## src/rtl/snake_input_ctrl.sv

```systemverilog
// snake_input_ctrl
//   Turns four raw, bouncy direction buttons into a committed snake heading.
//   Each button goes through a 2-flop synchronizer and its own debouncer.
//   A 0->1 debounced edge is a press event. Simultaneous presses resolve as
//   U > D > L > R. A request is accepted only if it turns the snake: it must
//   be neither the reference heading nor its reverse. An accepted request is
//   held as pending (last one wins) and is committed on the next move tick.
//
// Parameters
//   DB_CYCLES   : consecutive stable cycles needed to accept a level change (>= 1)
//   TICK_PERIOD : clock cycles per move tick (>= 2)
//
// Ports
//   Clk        in   single clock, rising edge
//   Reset      in   synchronous, active-high reset
//   Run        in   game running; gates press events, tick counter and pending
//   BtnU/D/L/R in   raw asynchronous buttons
//   Dir        out  committed heading: 00 up, 01 down, 10 left, 11 right
//   MoveTick   out  one-cycle pulse per snake step
//   DirChanged out  one-cycle pulse together with MoveTick when Dir was updated
//   Pending    out  a direction request is stored and awaits the next tick
module snake_input_ctrl #(
  parameter int DB_CYCLES   = 4,
  parameter int TICK_PERIOD = 16
) (
  input  logic       Clk,
  input  logic       Reset,
  input  logic       Run,
  input  logic       BtnU,
  input  logic       BtnD,
  input  logic       BtnL,
  input  logic       BtnR,
  output logic [1:0] Dir,
  output logic       MoveTick,
  output logic       DirChanged,
  output logic       Pending
);

  localparam int DBW = $clog2(DB_CYCLES + 1);
  localparam int TW  = $clog2(TICK_PERIOD);

  localparam logic [1:0] DIR_UP    = 2'b00;
  localparam logic [1:0] DIR_DOWN  = 2'b01;
  localparam logic [1:0] DIR_LEFT  = 2'b10;
  localparam logic [1:0] DIR_RIGHT = 2'b11;

  // Bit order of all per-button vectors: [3]=U, [2]=D, [1]=L, [0]=R.
  function automatic logic [1:0] prio_dir(input logic [3:0] ev);
    if (ev[3])      prio_dir = DIR_UP;
    else if (ev[2]) prio_dir = DIR_DOWN;
    else if (ev[1]) prio_dir = DIR_LEFT;
    else            prio_dir = DIR_RIGHT;
  endfunction

  // Same heading and reverse heading share the axis bit (U/D = 0x, L/R = 1x),
  // so a request is a real turn exactly when the axis bit differs.
  function automatic logic is_turn(input logic [1:0] req, input logic [1:0] ref_dir);
    is_turn = (req[1] != ref_dir[1]);
  endfunction

  logic [3:0]           btn_raw;
  logic [3:0]           sync1_q, sync2_q;
  logic [3:0]           deb_q, deb_d;
  logic [3:0][DBW-1:0]  db_cnt_q, db_cnt_d;
  logic [3:0]           press_q, press_d;

  logic [TW-1:0]        tick_cnt_q, tick_cnt_d;
  logic                 tick_q, tick_d;
  logic                 chg_q, chg_d;
  logic                 pend_q, pend_d;
  logic [1:0]           pend_dir_q, pend_dir_d;
  logic [1:0]           dir_q, dir_d;

  logic                 req_vld;
  logic [1:0]           req_dir;
  logic                 commit;
  logic [1:0]           ref_dir;
  logic                 accept;

  assign btn_raw = {BtnU, BtnD, BtnL, BtnR};

  // ---- debounce: a counter runs only while synced and debounced levels differ
  always_comb begin
    deb_d    = deb_q;
    db_cnt_d = db_cnt_q;
    press_d  = '0;
    for (int i = 0; i < 4; i++) begin
      if (sync2_q[i] == deb_q[i]) begin
        db_cnt_d[i] = '0;
      end else if (db_cnt_q[i] == DBW'(DB_CYCLES - 1)) begin
        deb_d[i]    = sync2_q[i];
        db_cnt_d[i] = '0;
        press_d[i]  = sync2_q[i];
      end else begin
        db_cnt_d[i] = db_cnt_q[i] + DBW'(1);
      end
    end
  end

  // ---- request resolution and commit
  always_comb begin
    req_vld = Run && (press_q != 4'b0000);
    req_dir = prio_dir(press_q);

    tick_d  = Run && (tick_cnt_q == TW'(TICK_PERIOD - 1));
    commit  = tick_d && pend_q;

    // On a commit edge the new request is judged against the heading that is
    // about to take effect, not the one being replaced.
    ref_dir = commit ? pend_dir_q : dir_q;
    accept  = req_vld && is_turn(req_dir, ref_dir);

    tick_cnt_d = '0;
    if (Run && !tick_d) tick_cnt_d = tick_cnt_q + TW'(1);

    dir_d      = commit ? pend_dir_q : dir_q;
    chg_d      = commit;
    pend_dir_d = accept ? req_dir : pend_dir_q;

    if (!Run)        pend_d = 1'b0;
    else if (accept) pend_d = 1'b1;
    else if (commit) pend_d = 1'b0;
    else             pend_d = pend_q;
  end

  always_ff @(posedge Clk) begin
    if (Reset) begin
      sync1_q    <= '0;
      sync2_q    <= '0;
      deb_q      <= '0;
      db_cnt_q   <= '0;
      press_q    <= '0;
      tick_cnt_q <= '0;
      tick_q     <= 1'b0;
      chg_q      <= 1'b0;
      pend_q     <= 1'b0;
      pend_dir_q <= 2'b00;
      dir_q      <= DIR_RIGHT;
    end else begin
      sync1_q    <= btn_raw;
      sync2_q    <= sync1_q;
      deb_q      <= deb_d;
      db_cnt_q   <= db_cnt_d;
      press_q    <= press_d;
      tick_cnt_q <= tick_cnt_d;
      tick_q     <= tick_d;
      chg_q      <= chg_d;
      pend_q     <= pend_d;
      pend_dir_q <= pend_dir_d;
      dir_q      <= dir_d;
    end
  end

  assign Dir        = dir_q;
  assign MoveTick   = tick_q;
  assign DirChanged = chg_q;
  assign Pending    = pend_q;

endmodule

```

## config.mk

```make
export PLATFORM = sky130hd
export DESIGN_NAME = snake_input_ctrl
export DESIGN_NICKNAME = d
export VERILOG_FILES = /design/src/rtl/snake_input_ctrl.sv
export SDC_FILE = /design/constraint.sdc
export NUM_CORES = 1
export LEC_CHECK = 0
export ABC_AREA = 0
export CORE_UTILIZATION = 40
export DETAILED_ROUTE_END_ITERATION = 10
export GPL_TIMING_DRIVEN = 0
export HOLD_SLACK_MARGIN = 0.08
export SETUP_SLACK_MARGIN = 0.4
export SYNTH_ARGS = -nofsm -noshare
export SYNTH_HDL_FRONTEND = slang
export SYNTH_SLANG_ARGS = --single-unit
```

## constraint.sdc

```tcl
create_clock -name Clk -period 2.6 [get_ports Clk]
set_input_delay 0.52 -clock Clk [delete_from_list [all_inputs] [get_ports Clk]]
set_output_delay 0.52 -clock Clk [all_outputs]
set_load 0.01 [all_outputs]
```

==> summary.md <==
| Metric | Value |
|---|---|
| Outcome | `finished, final reports clean` |
| CP Class | `reg -> reg` |
| PwrDens | `594.6 mW/mm^2` |
| Class of the worst hold path | `reg -> reg` |
| Die span in y | `61.56 um` |
| Met2 Wirelength | `992 um` |
| Worst clock skew | `0.009399 ns` |
| Synth warnings | `0` |
| Drt first pass iters | `4` |
| Setup slack at placement | `0.4267 ns` |
| CTS HTree Levels | `2` |
| Crit path from | `tick_cnt_q[0]$_SDFF_PP0_` |
| Mean Syn Cell Area | `10.51 um^2` |
| Buffers & Inverters on Critical Path | `0` |
| Drt drc | `0` |
| Total Power | `0.9843 mW` |
| Setup tns final | `0 ns` |
| Leakage | `0.6339 nW` |
| RSZ-0062 raised after global routing | `no` |
| Crit path max-delay family | `multiplexers` |
| First-pass GRT wire length | `3463 um` |
| CP startpoint kind | `flop` |
| Post-DP HPWL | `1521 um` |
| Post-synthesis register bit count | `39` |
| Core Rows | `21` |
| Metal3 WL | `74 um` |
| Setup Viol. Count Final | `0` |
| Cell Chain, Critical Path | `ha_1 > and3_4 > and3_4 > mux2_4 > mux2_4 > mux2i_1` |
| Worst flop-to-flop path startpoint | `tick_cnt_q[0]$_SDFF_PP0_` |
| DRT iter0 DRCs | `30` |
| Clock Sinks | `39` |
| Metal1 wirelength | `939 um` |
| Worst EP required | `2.82 ns` |
| Peak VDD IR | `0.3411 mV` |
| Global route total overflow | `0` |
| Slew margin rel. | `0.6988` |
| Crit path DAT | `2.15 ns` |
| Mapped Nets | `151` |
| Layout Nets | `169` |
| Post-CTS sizing | `0` |
| Antenna Cells | `0` |
| IO Pins | `12` |
| Maxcap violations | `0` |
| Via Count | `930` |
| Gr usage total | `0.1321` |
| GP Congestion | `0.6764` |
| Via/cell ratio | `4.650` |
| Final Max Tran Viols | `0` |
| Synthesized instance count | `135` |
| Yosys cell types | `25` |
| Hold_sp | `db_cnt_q[3]$_SDFF_PP0_` |
| Proportion of synthesized chip area in sequential cells | `0.5503` |
| TritonCTS Buffers | `5` |
| Root buffer cell | `clkbuf_4` |
| Vias in the first global route | `834` |
| Final Critical Period | `1.925 ns` |
| Top-area cell type share of the netlist area | `0.5503` |
| Ranking of synthesized cells by area | `dfxtp_1 55%, ha_1 7.9%, nor2_1 5.8%, nor2b_1 4.0%, mux2i_1 3.5%` |
| Largest net degree at the start of global routing | `12` |
| Mapped cell area | `0.001419 mm^2` |
| Die width | `61.56 um` |
| Share of cells above drive strength 1 | `0.09740` |
| CP max FO | `5` |
| Uppermost layer routed | `met4` |
| CTS tree | `built` |
| Worst Tran Pin Value | `0.4517 ns` |
| Wire length per cell | `10.34 um` |
| Starting density of the core | `0.4219` |
| Area leader, netlist | `dfxtp_1` |
| Clock transition at path regs | `0.11 ns` |
| Layout Utilization | `0.4922` |
| WL final | `2067 um` |
| Fmax | `0.5195 GHz` |
| # port buffers | `11` |
| Slowest CP cell | `dfxtp_1` |
| Post-route ant nets | `0` |
| Fin worst setup slack | `0.6749 ns` |
| Die Area | `0.003789 mm^2` |
| Longest Clk Path Bufs | `2` |
| Crit. End Element | `flop` |
| Worst skew pair latency | `0.34 ns` |
| Post-CTS Setup Bufs | `0` |
| Final Hold Viols | `0` |
| Core footprint | `0.003363 mm^2` |
| Initial antenna violation count | `0` |
| Max incr delay on CP | `0.39 ns` |
| Final Cycle Share | `0.7404` |
| P&R area growth vs syn | `16.67%` |
| Cts hold-fix bufs | `0` |
==> synth_stat cells (all sizes together) <==
library cell	instances
dfxtp	39
nor2	22
inv	11
ha	9
nor2b	9
mux2i	5
o21ai	5
xnor2	5
a21oi	4
and3	4
nor4bb	4
or3	4
clkbuf	2
mux2	2
nand2b	2
a211o	1
and2b	1
nand2	1
nand3	1
nand4b	1
nor3	1
o211ai	1
or2	1
==> cells by family after synthesis <==
kind of cell / share of synthesized area
and+or+nand+nor: 0.2046
DFF: 0.5503
buffers and inverters: 0.03439
AOI/OAI and AO/OA: 0.04409
adders and majority gates: 0.07937
muxes: 0.05644
xor gates and xnor gates: 0.03086
==> worst reg2reg max path: cells and delay by family, from the launching register on <==
kind | cells | cell delay [ns]
mux | 3 | 0.74
simple gates | 2 | 0.43
flops | 1 | 0.39
fa+ha+maj | 1 | 0.25
==> area by class of cell <==
type                    count  area (um^2)
inverters                  11        41.29
flip-flops and latches     39        780.7
fillers                   331         1708
plain buffers               2        7.507
multi-input cells          83        589.3
repair buffers             11        110.1
clock buffers               8        68.82
well taps                  46        57.56
==> per-layer routing <==
layer,GRT usage,up-vias
li1,-,480
met1,0.1368,425
met2,0.2227,18
met3,0.04412,7
met4,0.09524,0
met5,0,-
==> sequential cells by signal, indices dropped and copies added (netlist names) <==
signal / flops
db_cnt_q: 12
deb_q: 4
press_q: 4
sync1_q: 4
sync2_q: 4
tick_cnt_q: 4
Dir: 2
pend_dir_q: 2
DirChanged: 1
MoveTick: 1
Pending: 1
==> final timing paths <==
kind / slack [ns] / to / depth (start not counted)
setup / recovery: 0.67 / pend_dir_q[0]$_SDFFE_PP0P_ / 6
hold / removal: 0.43 / db_cnt_q[3]$_SDFF_PP0_ / 1
setup reg to reg: 0.67 / pend_dir_q[0]$_SDFFE_PP0P_ / 6
hold reg to reg: 0.43 / db_cnt_q[3]$_SDFF_PP0_ / 1
==> stage by stage <==
| step | area [um^2] | cells | hold WS, ns |
|---|---|---|---|
| finish | 1655 | 200 | 0.4299 |
| global route | 1655 | 200 | 0.4604 |
| CTS | 1655 | 200 | 0.4338 |
| detailed placement | 1587 | 192 | 0.4178 |
| global placement | 1587 | 192 | 0.4054 |
| floorplan | 1419 | 135 | 0.3990 |
==> placed cells by master (no fill, tap or decap), drive strengths merged <==
| cell type | n |
|---|---|
| nor2 | 22 |
| dfxtp | 39 |
| nand2 | 1 |
| a211o | 1 |
| nand4b | 1 |
| or2 | 1 |
| a21oi | 4 |
| nand2b | 2 |
| clkdlybuf4s50 | 11 |
| inv | 11 |
| nor3 | 1 |
| and3 | 4 |
| mux2i | 5 |
| nor2b | 9 |
| nand3 | 1 |
| o211ai | 1 |
| nor4bb | 4 |
| or3 | 4 |
| clkbuf | 10 |
| and2b | 1 |
| xnor2 | 5 |
| mux2 | 2 |
| o21ai | 5 |
| ha | 9 |
==> where the power goes <==
| group | switching [mW] | internal [mW] | total, mW |
|---|---|---|---|
| logic | 0.0148 | 0.0179 | 0.0328 |
| registers | 0.00515 | 0.606 | 0.611 |
| clock network | 0.181 | 0.159 | 0.340 |
| total | 0.201 | 0.783 | 0.984 |
No activity file was read; power rests on OpenSTA's default activity.
